File: src/rtl/fc_pkg.sv
`default_nettype none
// ============================================================================
// Module      : fc (package)
// Description : Shared Fibre Channel port definitions: primitive and port
//               state enums, default timeout constants, primitive
//               classification and per-state transmit primitive decode.
// Revision    : 1.0 - initial release
// ============================================================================
package fc;

    typedef enum logic [2:0] {
        PRIM_NONE = 3'd0,
        PRIM_IDLE = 3'd1,
        PRIM_NOS  = 3'd2,
        PRIM_OLS  = 3'd3,
        PRIM_LR   = 3'd4,
        PRIM_LRR  = 3'd5
    } primitives_t;

    typedef enum logic [2:0] {
        AC  = 3'd0,
        LR1 = 3'd1,
        LR2 = 3'd2,
        LR3 = 3'd3,
        LF1 = 3'd4,
        LF2 = 3'd5,
        OL1 = 3'd6,
        OL2 = 3'd7
    } port_state_t;

    // 100 ms and 10 us at the 212.5 MHz recovered clock
    localparam int unsigned c_rttov_cycles_default = 21250000;
    localparam int unsigned c_los_cycles_default   = 2125;

    // Ordered sets, big-endian, K28.5 (0xBC) in the first byte
    localparam logic [31:0] c_os_idle = 32'hBC95_B5B5; // K28.5 D21.4 D21.5 D21.5
    localparam logic [31:0] c_os_nos  = 32'hBC55_BF45; // K28.5 D21.2 D31.5 D5.2
    localparam logic [31:0] c_os_ols  = 32'hBC35_8A55; // K28.5 D21.1 D10.4 D21.2
    localparam logic [31:0] c_os_lr   = 32'hBC49_BF49; // K28.5 D9.2  D31.5 D9.2
    localparam logic [31:0] c_os_lrr  = 32'hBC35_BF49; // K28.5 D21.1 D31.5 D9.2

    function automatic primitives_t map_primitive(input logic [31:0] word);
        primitives_t p;
        case (word)
            c_os_idle: p = PRIM_IDLE;
            c_os_nos:  p = PRIM_NOS;
            c_os_ols:  p = PRIM_OLS;
            c_os_lr:   p = PRIM_LR;
            c_os_lrr:  p = PRIM_LRR;
            default:   p = PRIM_NONE;
        endcase
        return p;
    endfunction

    function automatic primitives_t tx_prim_for_state(input port_state_t s);
        primitives_t p;
        case (s)
            AC:      p = PRIM_IDLE;
            LR1:     p = PRIM_LR;
            LR2:     p = PRIM_LRR;
            LR3:     p = PRIM_IDLE;
            LF1:     p = PRIM_OLS;
            LF2:     p = PRIM_NOS;
            OL1:     p = PRIM_OLS;
            OL2:     p = PRIM_LR;
            default: p = PRIM_NOS;
        endcase
        return p;
    endfunction

endpackage
`default_nettype wire

File: src/rtl/fc_port_fsm_if.sv
`default_nettype none
// ============================================================================
// Module      : fc_port_fsm_if
// Description : Port state machine bundle. Carries the transceiver rx word
//               stream and host requests into the FSM, and the transmit
//               primitive / state / status back out.
//               master : rx stream + host side (drives inputs)
//               slave  : fc_port_fsm
// Revision    : 1.0 - initial release
// ============================================================================
interface fc_port_fsm_if;
    import fc::*;

    logic [35:0] avrx_data;      // {datak[3:0], data[31:0]}
    logic        avrx_valid;
    logic        req_link_reset;
    logic        req_offline;
    primitives_t tx_prim;
    port_state_t port_state;
    logic        link_up;
    logic        rttov_expired;

    modport master (
        output avrx_data, avrx_valid, req_link_reset, req_offline,
        input  tx_prim, port_state, link_up, rttov_expired
    );

    modport slave (
        input  avrx_data, avrx_valid, req_link_reset, req_offline,
        output tx_prim, port_state, link_up, rttov_expired
    );

endinterface
`default_nettype wire

File: src/rtl/fc_prim_seq_detect.sv
`default_nettype none
// ============================================================================
// Module      : fc_prim_seq_detect
// Description : Registers the rx word, classifies it as a primitive and
//               flags the third consecutive identical primitive.
// Ports       : i_clk, i_rst_n      - clock, async active-low reset
//               i_data, i_valid     - rx word {datak, data} and valid
//               o_recognized        - one-cycle strobe, 3rd identical word
//               o_prim              - primitive of the registered word
// Revision    : 1.0 - initial release
// ============================================================================
module fc_prim_seq_detect
    import fc::*;
(
    input  logic        i_clk,
    input  logic        i_rst_n,
    input  logic [35:0] i_data,
    input  logic        i_valid,
    output logic        o_recognized,
    output primitives_t o_prim
);

    logic [35:0] r_data;
    logic        r_valid;
    primitives_t r_run_prim;
    logic [1:0]  r_count;      // saturates at 3
    primitives_t w_prim;
    logic        w_recog;

    // Only a K28.5-led word on a valid cycle can be a primitive; everything
    // else classifies as PRIM_NONE and breaks the run.
    assign w_prim  = (r_valid && (r_data[35:32] == 4'b1000)) ? map_primitive(r_data[31:0])
                                                               : PRIM_NONE;
    // Fires only on the 2->3 step, so a 4th+ identical word is silent.
    assign w_recog = (w_prim != PRIM_NONE) && (w_prim == r_run_prim) && (r_count == 2'd2);

    always_ff @(posedge i_clk or negedge i_rst_n) begin
        if (!i_rst_n) begin
            r_data     <= '0;
            r_valid    <= 1'b0;
            r_run_prim <= PRIM_NONE;
            r_count    <= 2'd0;
        end else begin
            r_data  <= i_data;
            r_valid <= i_valid;
            if (w_prim == PRIM_NONE) begin
                r_run_prim <= PRIM_NONE;
                r_count    <= 2'd0;
            end else if (w_prim == r_run_prim) begin
                if (r_count != 2'd3) begin
                    r_count <= r_count + 2'd1;
                end
            end else begin
                r_run_prim <= w_prim;
                r_count    <= 2'd1;
            end
        end
    end

    assign o_recognized = w_recog;
    assign o_prim       = w_prim;

endmodule
`default_nettype wire

File: src/rtl/fc_port_fsm.sv
`default_nettype none
// ============================================================================
// Module      : fc_port_fsm
// Description : Fibre Channel port state machine (AC/LR/LF/OL) with primitive
//               sequence recognition, loss-of-sync and R_T_TOV supervision.
// Ports       : rx_clk   - transceiver rx clock (sole clock)
//               reset_n  - async active-low reset, deassertion synchronized
//               bus      - fc_port_fsm_if.slave: rx words, host requests,
//                          tx_prim / port_state / link_up / rttov_expired
// Revision    : 1.0 - initial release
// ============================================================================
module fc_port_fsm
    import fc::*;
#(
    parameter int unsigned RTTOV_CYCLES = c_rttov_cycles_default,
    parameter int unsigned LOS_CYCLES   = c_los_cycles_default
) (
    input  logic         rx_clk,
    input  logic         reset_n,
    fc_port_fsm_if.slave bus
);

    localparam logic [31:0] c_rttov_limit = 32'(RTTOV_CYCLES - 1);
    localparam logic [31:0] c_los_limit   = 32'(LOS_CYCLES - 1);

    logic [1:0]  r_rst_sync;
    logic        w_rst_n;
    port_state_t r_state;
    primitives_t r_tx_prim;
    logic        r_link_up;
    logic        r_rttov_expired;
    logic [31:0] r_tov_cnt;
    logic [31:0] r_los_cnt;

    logic        w_recog;
    primitives_t w_prim;
    logic        w_timed;
    logic        w_los_hit;
    logic        w_tov_hit;
    logic        w_tov_take;
    port_state_t w_recog_state;
    port_state_t w_next_state;

    // Assert passes straight through; release is retimed by two flops.
    always_ff @(posedge rx_clk or negedge reset_n) begin
        if (!reset_n) begin
            r_rst_sync <= 2'b00;
        end else begin
            r_rst_sync <= {r_rst_sync[0], 1'b1};
        end
    end
    assign w_rst_n = r_rst_sync[1];

    fc_prim_seq_detect u_detect (
        .i_clk        (rx_clk),
        .i_rst_n      (w_rst_n),
        .i_data       (bus.avrx_data),
        .i_valid      (bus.avrx_valid),
        .o_recognized (w_recog),
        .o_prim       (w_prim)
    );

    assign w_timed   = (r_state == LR1) || (r_state == LR2) ||
                       (r_state == LR3) || (r_state == OL2);
    // LOS uses the raw valid so it is judged in the same cycle the
    // recognition strobe (from the registered word) arrives.
    assign w_los_hit = !bus.avrx_valid && (r_los_cnt >= c_los_limit) && (r_state != OL1);
    assign w_tov_hit = w_timed && (r_tov_cnt >= c_rttov_limit);

    // Target state for a recognized primitive; equal to r_state when the
    // primitive has no meaning in the current state.
    always_comb begin
        w_recog_state = r_state;
        if (w_recog) begin
            case (r_state)
                AC, LR1: begin
                    case (w_prim)
                        PRIM_LR:  w_recog_state = LR2;
                        PRIM_LRR: w_recog_state = LR3;
                        PRIM_NOS: w_recog_state = LF1;
                        PRIM_OLS: w_recog_state = OL2;
                        default:  w_recog_state = r_state;
                    endcase
                end
                LR2: begin
                    case (w_prim)
                        PRIM_IDLE: w_recog_state = AC;
                        PRIM_LRR:  w_recog_state = LR3;
                        PRIM_NOS:  w_recog_state = LF1;
                        default:   w_recog_state = r_state;
                    endcase
                end
                LR3: begin
                    case (w_prim)
                        PRIM_IDLE: w_recog_state = AC;
                        PRIM_LR:   w_recog_state = LR2;
                        PRIM_NOS:  w_recog_state = LF1;
                        default:   w_recog_state = r_state;
                    endcase
                end
                LF1: begin
                    if (w_prim == PRIM_OLS) w_recog_state = OL2;
                end
                LF2: begin
                    case (w_prim)
                        PRIM_OLS: w_recog_state = OL2;
                        PRIM_LR:  w_recog_state = LR2;
                        default:  w_recog_state = r_state;
                    endcase
                end
                OL1: begin
                    // Host must release offline before the link can leave OL1
                    if (!bus.req_offline) begin
                        case (w_prim)
                            PRIM_OLS: w_recog_state = OL2;
                            PRIM_LR:  w_recog_state = LR2;
                            default:  w_recog_state = r_state;
                        endcase
                    end
                end
                OL2: begin
                    case (w_prim)
                        PRIM_LRR: w_recog_state = LR3;
                        PRIM_LR:  w_recog_state = LR2;
                        PRIM_NOS: w_recog_state = LF1;
                        default:  w_recog_state = r_state;
                    endcase
                end
                default: w_recog_state = r_state;
            endcase
        end
    end

    // Event priority: LOS > R_T_TOV > primitive > offline > link reset.
    // req_link_reset only counts in AC and is otherwise dropped.
    always_comb begin
        w_next_state = r_state;
        w_tov_take   = 1'b0;
        if (w_los_hit) begin
            w_next_state = LF2;
        end else if (w_tov_hit) begin
            w_next_state = LF2;
            w_tov_take   = 1'b1;
        end else if (w_recog_state != r_state) begin
            w_next_state = w_recog_state;
        end else if ((r_state == AC) && bus.req_offline) begin
            w_next_state = OL1;
        end else if ((r_state == AC) && bus.req_link_reset) begin
            w_next_state = LR1;
        end
    end

    always_ff @(posedge rx_clk or negedge w_rst_n) begin
        if (!w_rst_n) begin
            r_state         <= LF2;
            r_tx_prim       <= PRIM_NOS;
            r_link_up       <= 1'b0;
            r_rttov_expired <= 1'b0;
            r_tov_cnt       <= 32'd0;
            r_los_cnt       <= 32'd0;
        end else begin
            r_state         <= w_next_state;
            // Outputs decoded from the next state so they align with port_state
            r_tx_prim       <= tx_prim_for_state(w_next_state);
            r_link_up       <= (w_next_state == AC);
            r_rttov_expired <= w_tov_take;

            if (bus.avrx_valid) begin
                r_los_cnt <= 32'd0;
            end else if (r_los_cnt != 32'hFFFF_FFFF) begin
                r_los_cnt <= r_los_cnt + 32'd1;
            end

            if ((w_next_state != r_state) || !w_timed) begin
                r_tov_cnt <= 32'd0;
            end else if (r_tov_cnt != 32'hFFFF_FFFF) begin
                r_tov_cnt <= r_tov_cnt + 32'd1;
            end
        end
    end

    assign bus.port_state    = r_state;
    assign bus.tx_prim       = r_tx_prim;
    assign bus.link_up       = r_link_up;
    assign bus.rttov_expired = r_rttov_expired;

endmodule
`default_nettype wire

File: src/flat_wrapper.sv
// flat-port wrapper written by rule: the top's interface ports become plain ports
module fc_port_fsm_flat import fc::*;
#(
    parameter int unsigned RTTOV_CYCLES = c_rttov_cycles_default,
    parameter int unsigned LOS_CYCLES   = c_los_cycles_default
)
  (rx_clk, reset_n, bus_avrx_data, bus_avrx_valid, bus_req_link_reset, bus_req_offline, bus_tx_prim, bus_port_state, bus_link_up, bus_rttov_expired);
  fc_port_fsm_if bus_i ();
  input  logic rx_clk;
  input  logic reset_n;
  input wire logic [$bits(bus_i.avrx_data)-1:0] bus_avrx_data;
  input wire logic [$bits(bus_i.avrx_valid)-1:0] bus_avrx_valid;
  input wire logic [$bits(bus_i.req_link_reset)-1:0] bus_req_link_reset;
  input wire logic [$bits(bus_i.req_offline)-1:0] bus_req_offline;
  output wire logic [$bits(bus_i.tx_prim)-1:0] bus_tx_prim;
  output wire logic [$bits(bus_i.port_state)-1:0] bus_port_state;
  output wire logic [$bits(bus_i.link_up)-1:0] bus_link_up;
  output wire logic [$bits(bus_i.rttov_expired)-1:0] bus_rttov_expired;
  assign bus_i.avrx_data = bus_avrx_data;
  assign bus_i.avrx_valid = bus_avrx_valid;
  assign bus_i.req_link_reset = bus_req_link_reset;
  assign bus_i.req_offline = bus_req_offline;
  assign bus_tx_prim = bus_i.tx_prim;
  assign bus_port_state = bus_i.port_state;
  assign bus_link_up = bus_i.link_up;
  assign bus_rttov_expired = bus_i.rttov_expired;
  fc_port_fsm #(.RTTOV_CYCLES(RTTOV_CYCLES), .LOS_CYCLES(LOS_CYCLES)) u_core (.rx_clk(rx_clk), .reset_n(reset_n), .bus(bus_i));
endmodule
File: config.mk
export PLATFORM = sky130hd
export DESIGN_NAME = fc_port_fsm_flat
export DESIGN_NICKNAME = d
export VERILOG_FILES = /design/src/rtl/fc_pkg.sv /design/src/rtl/fc_port_fsm_if.sv /design/src/rtl/fc_prim_seq_detect.sv /design/src/rtl/fc_port_fsm.sv /design/src/flat_wrapper.sv
export SDC_FILE = /design/constraint.sdc
export NUM_CORES = 1
export LEC_CHECK = 0
export CAP_MARGIN = 20
export CORE_MARGIN = 5
export CORE_UTILIZATION = 40
export DETAILED_ROUTE_END_ITERATION = 10
export PLACE_DENSITY = 0.68
export SLEW_MARGIN = 25
export SYNTH_ARGS = -nofsm -noshare
export SYNTH_HDL_FRONTEND = slang
export SYNTH_SLANG_ARGS = --single-unit
File: constraint.sdc
create_clock -name rx_clk -period 6.79 [get_ports rx_clk]
set_input_delay 1.0185 -clock rx_clk [delete_from_list [all_inputs] [get_ports rx_clk]]
set_output_delay 1.0185 -clock rx_clk [all_outputs]
set_load 0.05 [all_outputs]
# Word level (Yosys, flattened, before mapping)

Memory sizes are Yosys's and may differ from the RTL's. A register that Yosys moved wholly into a read port is not among the register bits.
Index checks and enable logic that the tools add are counted.

Logic and storage cells: 93
ROM bits: 24
Bits in registers: 113
Bits of input ports: 41
Output and inout bits: 8
Memories: 1

Memory list:

| name            | depth | width | rd ports | clocked after memory_dff | write ports | RTL line     | RTL |
|---|---|---|---|---|---|---|---|
| (no name shown) | 8     | 3     | 1        | 1                        | 0           | fc_pkg.sv:57 | `case (s)` |

$add $sub $neg: 3
Mux-type cells: 27
Eq/ne operators: 28
Reductions and logical operators: 22
Order comparisons: 2

Operator list:

| operator                | count |
|---|---|
| $eq A32 B32 Y1 const B  | 5 |
| $mux W32                | 4 |
| $add A32 B1 Y32 const B | 2 |
| $ne A32 B32 Y1 const B  | 2 |
| $mux W3                 | 11 |
| $ge A32 B12 Y1 const B  | 1 |
| $ge A32 B25 Y1 const B  | 1 |
| $pmux W3 S3             | 3 |
| $pmux W3 S7             | 1 |
| $eq A3 B3 Y1 const B    | 6 |
| $pmux W3 S5             | 1 |
| $eq A3 B2 Y1 const B    | 4 |
| $pmux W3 S4             | 1 |
| $logic_not A3 Y1        | 3 |
| $logic_and A1 B1 Y1     | 8 |
| $eq A3 B1 Y1 const B    | 2 |
| $mux W2                 | 3 |
| $ne A3 B3 Y1            | 2 |
| $pmux W3 S2             | 1 |
| $eq A4 B4 Y1 const B    | 1 |
| $logic_or A1 B1 Y1      | 4 |
| $ne A2 B2 Y1 const B    | 2 |
| $reduce_bool A2 Y1      | 2 |
| $eq A3 B3 Y1            | 1 |
| other kinds (8)         | 11 |

# Longest topological paths before layout

Depth after elaboration: 15
Mapped depth: 15

# Modules after synthesis

From an unflattened synthesis, not the netlist that was laid out.

Cell total of the unflattened synthesis: 574
Area, all modules: 6068.3 um2

Modules (own cells, without submodules):

| module             | times used | area an instance (um2) | cells each |
|---|---|---|---|
| fc_port_fsm        | 1          | 4473.0                 | 463 |
| fc_prim_seq_detect | 1          | 1595.3                 | 111 |

# Least setup slack after synthesis

Ideal clock, no wire load.

Path type: flip-flop to flip-flop
Start: register u_core.u_detect.r_data[5]
End: register u_core.r_tx_prim[2] (netlist: u_core.bus.tx_prim[2])
Slack: 2.771 ns
Data arrival time: 3.894 ns
Period minus slack after synthesis: 4.019 ns
Setup time: 0.125 ns
Buffers on the path: 0
Stages on the path, launching flop included: 13
Required time: 6.665 ns
Cell sequence: dfrtp_1 > or3b_4 > or4_4 > a2111oi_4 > xnor2_1 > nand3_2 > nor3b_1 > o211ai_1 > a2111o_1 > o21a_1 > o211a_1 > ha_1 > mux2_2

Longest elaborated chain between the ends: 12

Ends and longest elaborated chain:

| element                                             | RTL line                               | RTL |
|---|---|---|
| start, declared                                     | fc_prim_seq_detect.sv:23               | `logic [35:0] r_data;` |
| start signal, assigned                              | fc_prim_seq_detect.sv:44               | `r_data <= i_data;` |
| $eq A32 B32 Y1                                      | fc_pkg.sv:44                           | `case (word)` |
| $pmux W3 S5 *                                       | fc_pkg.sv:44                           |  |
| $mux W3 *                                           | fc_prim_seq_detect.sv:32               | `assign w_prim = (r_valid && (r_data[35:32] == 4'b1000)) ? map_primitive(r_data[31:0])` |
| $eq A3 B3 Y1 / $eq A3 B2 Y1 (equally long branches) | -                                      |  |
| $pmux W3 S2                                         | fc_port_fsm.sv:105, fc_port_fsm.sv:114 |  |
| $mux W3                                             | fc_port_fsm.sv:113                     | `if (!bus.req_offline) begin` |
| $pmux W3 S7                                         | fc_port_fsm.sv:75                      | `case (r_state)` |
| $mux W3 *                                           | fc_port_fsm.sv:74                      | `if (w_recog) begin` |
| $ne A3 B3 Y1                                        | fc_port_fsm.sv:144                     | `end else if (w_recog_state != r_state) begin` |
| $mux W3 *                                           | fc_port_fsm.sv:144                     |  |
| $mux W3 *                                           | fc_port_fsm.sv:141                     | `end else if (w_tov_hit) begin` |
| $mux W3 *                                           | fc_port_fsm.sv:139                     | `if (w_los_hit) begin` |
| end, declared                                       | fc_port_fsm.sv:29                      | `primitives_t r_tx_prim;` |

Mark *: on every way between the ends. The rest lies on a longest branch, timed or not.
A chain may end at the register's enable or synchronous reset.

# Worst setup path after layout

Start: register u_core.u_detect.r_data[21]
End: register u_core.r_tx_prim[1] (netlist: u_core.bus.tx_prim[1])

Longest elaborated chain between the ends: 12

Ends and longest elaborated chain:

| element                                             | RTL line                               | RTL |
|---|---|---|
| $eq A32 B32 Y1                                      | fc_pkg.sv:44                           |  |
| $pmux W3 S5 *                                       | fc_pkg.sv:44                           |  |
| $mux W3 *                                           | fc_prim_seq_detect.sv:32               |  |
| $eq A3 B3 Y1 / $eq A3 B2 Y1 (equally long branches) | -                                      |  |
| $pmux W3 S2                                         | fc_port_fsm.sv:105, fc_port_fsm.sv:114 |  |
| $mux W3                                             | fc_port_fsm.sv:113                     |  |
| $pmux W3 S7                                         | fc_port_fsm.sv:75                      |  |
| $mux W3 *                                           | fc_port_fsm.sv:74                      |  |
| $ne A3 B3 Y1                                        | fc_port_fsm.sv:144                     |  |
| $mux W3 *                                           | fc_port_fsm.sv:144                     |  |
| $mux W3 *                                           | fc_port_fsm.sv:141                     |  |
| $mux W3 *                                           | fc_port_fsm.sv:139                     |  |
| net u_core.w_next_state[0]                          | fc_port_fsm.sv:42                      | `port_state_t w_next_state;` |

Mark *: on every way through the listed nets, which the timed path passes. The rest lies on a longest branch.

==> out/metrics.cfg <==
[grt]
grt_use_met2_pct=25.6
grt_pass1_vias=4738
gr-total-overflow=0
use_met3_pct=3.85
globalRouteMet1Util_pct=20.4
busiest_layer=met2
antenna_found_initial=0
grt_pass1_wl_um=22900
grt_max_degree=70
grt.total_usage_pct=15.8

[synthesis]
yosysMostFrequentCell=dfrtp_1
synth_top_area_share_pct=47.6
synth_area_leader_cell=dfrtp_1
synthArstFlopShare_pct=100
synth_area_um2=5940
ys.flop_type=dfrtp_1
yosysSeqAreaShare_pct=49.0
synth_seq_cells=116
yosysUniqueCellTypes=70
synth_warnings=0
synthTopCellsByArea=dfrtp_1, xor2_1, nor2_1, nand2_1, nand3_1
synthCells=602
synth_edf_count=0
synthTopCellsByCount=dfrtp_1, nor2_1, nand2_1
syn_avg_cell_area_um2=9.86

[sta]
rsz0062_at_grt=no
fin_skew_ns=0.00930
setup_ws_ns=2.16
fin_crit_ns=4.63
post-route-period-util_pct=68.2
fmax_mhz=216
slew_headroom_pct=43.3
slew_violations=0
worstMarginPinSlew_ns=0.851
fin_setup_tns_ns=0
finalHoldViolCount=0
setup_viol=0
hold_ws_ns=0.325

[critical_path]
r2r-end=u_core.bus.tx_prim[1]
reg2reg_slack_ns=2.16
crit_type=register to register
required_ns=7.10
cp_data_arrival_time_ns=4.94
path_max_fanout=8
r2r_start=u_core.u_detect.r_data[21]
end_kind=register
start_kind=register
rr_worst_depth=13

[power_and_ir_drop]
ir_drop_v=0.000166
p_total_mw=1.63
leakagePower_nw=2.97
power-per-cell-area_nw_per_um2=228

[detailed_routing]
wl_per_cell_um=15.4
drc=0
drt_iter0_drc=423
ant_nets=0
vias_per_cell=5.49
drtPass1Iterations=6
num_vias=4710
routed_wl_um=13300

[layout]
drive_gt1_share_pct=11.0
syn2layout_area_growth_pct=21.0
fin_nets=710
finalNonFillerCells=858
fin_util_pct=49.4
n_fill_cell=1322
n_antenna_cell=0
stdcell_area_um2=7180

[worst_hold_path]
hold_path.class=register to asynchronous set/reset pin

[floorplanning]
ioPinCount=49
design.die.area_um2=17400
die_w_um=132
fp-row-count=44
core_area_um2=14500
start_util_pct=40.8
chipHeight_um=132

[clock_network]
root_buffer=clkbuf_16
h-tree-depth=4
clk_latency_ns=0.41
cts.repair.resized=0
cts_tree=built
clock_sinks=116
ctsLongestPathBuffers=2
cts_buffers=17
ctsHoldBuffers=0
clkTransAtPathRegs_ns=0.06
cts_setup_buffers=0

[place]
hpwl_um=9550
gp_congestion=0.889
dp_cells=826
io_buffers=48
place_ws_ns=2.25
dpl_cell_area_um2=6620

[run_status]
status=finished, final reports clean

[run]
maxCapViolCount=0

[final cells by class]
type,count,area [um2],share of cell area [%]
multi-input cells,459,2910,40.5
clock buffers,18,439,6.11
repair buffers,51,503,7.00
flip-flops and latches,116,2910,40.5
clock inverters,14,129,1.79
inverters,16,60.1,0.836
well taps,184,230,3.21
[logic make-up after synthesis]
kind of cell               Yosys count  synth area share [%]
adders and majority gates            8                  1.69
xor gates and xnor gates            51                  7.53
muxes                                6                  1.05
buffers and inverters               33                  2.36
other                                2                 0.127
and+or+nand+nor                    309                  29.2
DFF                                116                  49.0
AOI/OAI and AO/OA                   77                  9.13
[flip-flops by register name (all words and copies together) (netlist names)]
| name | flops |
|---|---|
| u_core.bus.link_up | 1 |
| u_core.bus.port_state | 3 |
| u_core.bus.rttov_expired | 1 |
| u_core.bus.tx_prim | 3 |
| u_core.r_los_cnt | 32 |
| u_core.r_rst_sync | 2 |
| u_core.r_tov_cnt | 32 |
| u_core.u_detect.r_count | 2 |
| u_core.u_detect.r_data | 36 |
| u_core.u_detect.r_run_prim | 3 |
| u_core.u_detect.r_valid | 1 |
[per-layer routing]
metal / part of all wire (%) / vias to the layer above / wire [um]
li1: - / 2272 / -
met1: 45 / 2309 / 5900
met2: 49 / 105 / 6560
met3: 3.7 / 24 / 485
met4: 2.3 / 0 / 306
met5: 0 / - / 0
[cell usage in the layout (no fill, tap or decap), types with 8 or more instances in the layout]
| master | count |
|---|---|
| o21ai_0 | 17 |
| clkdlybuf4s50_1 | 48 |
| nand3_1 | 33 |
| or3_1 | 8 |
| nor2_2 | 20 |
| xor2_1 | 33 |
| ha_1 | 8 |
| and3_1 | 19 |
| and4_1 | 9 |
| xnor2_1 | 18 |
| nor4_1 | 14 |
| clkbuf_16 | 17 |
| dfrtp_1 | 112 |
| a21oi_1 | 18 |
| conb_1 | 8 |
| nor2_1 | 68 |
| nand4_1 | 21 |
| inv_1 | 15 |
| nand2_1 | 48 |
| nor3_1 | 18 |
[worst max path at each step]
stage | from | to | cells after the start
3_3_place_gp | u_core.u_detect.r_data[21] | u_core.bus.tx_prim[2] | 12
6_report | u_core.u_detect.r_data[21] | u_core.bus.tx_prim[1] | 13
4_1_cts | u_core.u_detect.r_data[21] | u_core.bus.tx_prim[2] | 13
2_1_floorplan | u_core.u_detect.r_data[5] | u_core.bus.tx_prim[2] | 12
3_5_place_dp | u_core.u_detect.r_data[21] | u_core.bus.tx_prim[2] | 13
5_1_grt | u_core.u_detect.r_data[21] | u_core.bus.tx_prim[1] | 13
[critical path, stage by stage (launching register included)]
cell and delay, ns:
dfrtp_1 0.42, nor4bb_1 0.72, nand3_1 0.34, a2111oi_4 0.65, xnor2_1 0.24, nand3_2 0.16
nor3b_1 0.45, o211ai_1 0.18, a2111o_1 0.39, o211ai_1 0.17, o211a_1 0.21, inv_1 0.10
ha_1 0.23, nor4_1 0.29
[report_power, final]
part	internal (mW)	switching (mW)	total (mW)
combinational	0.0349	0.0335	0.0683
clock	0.514	0.325	0.839
sequential	0.709	0.0183	0.727
Note: power is estimated with default switching activity, not from simulation.
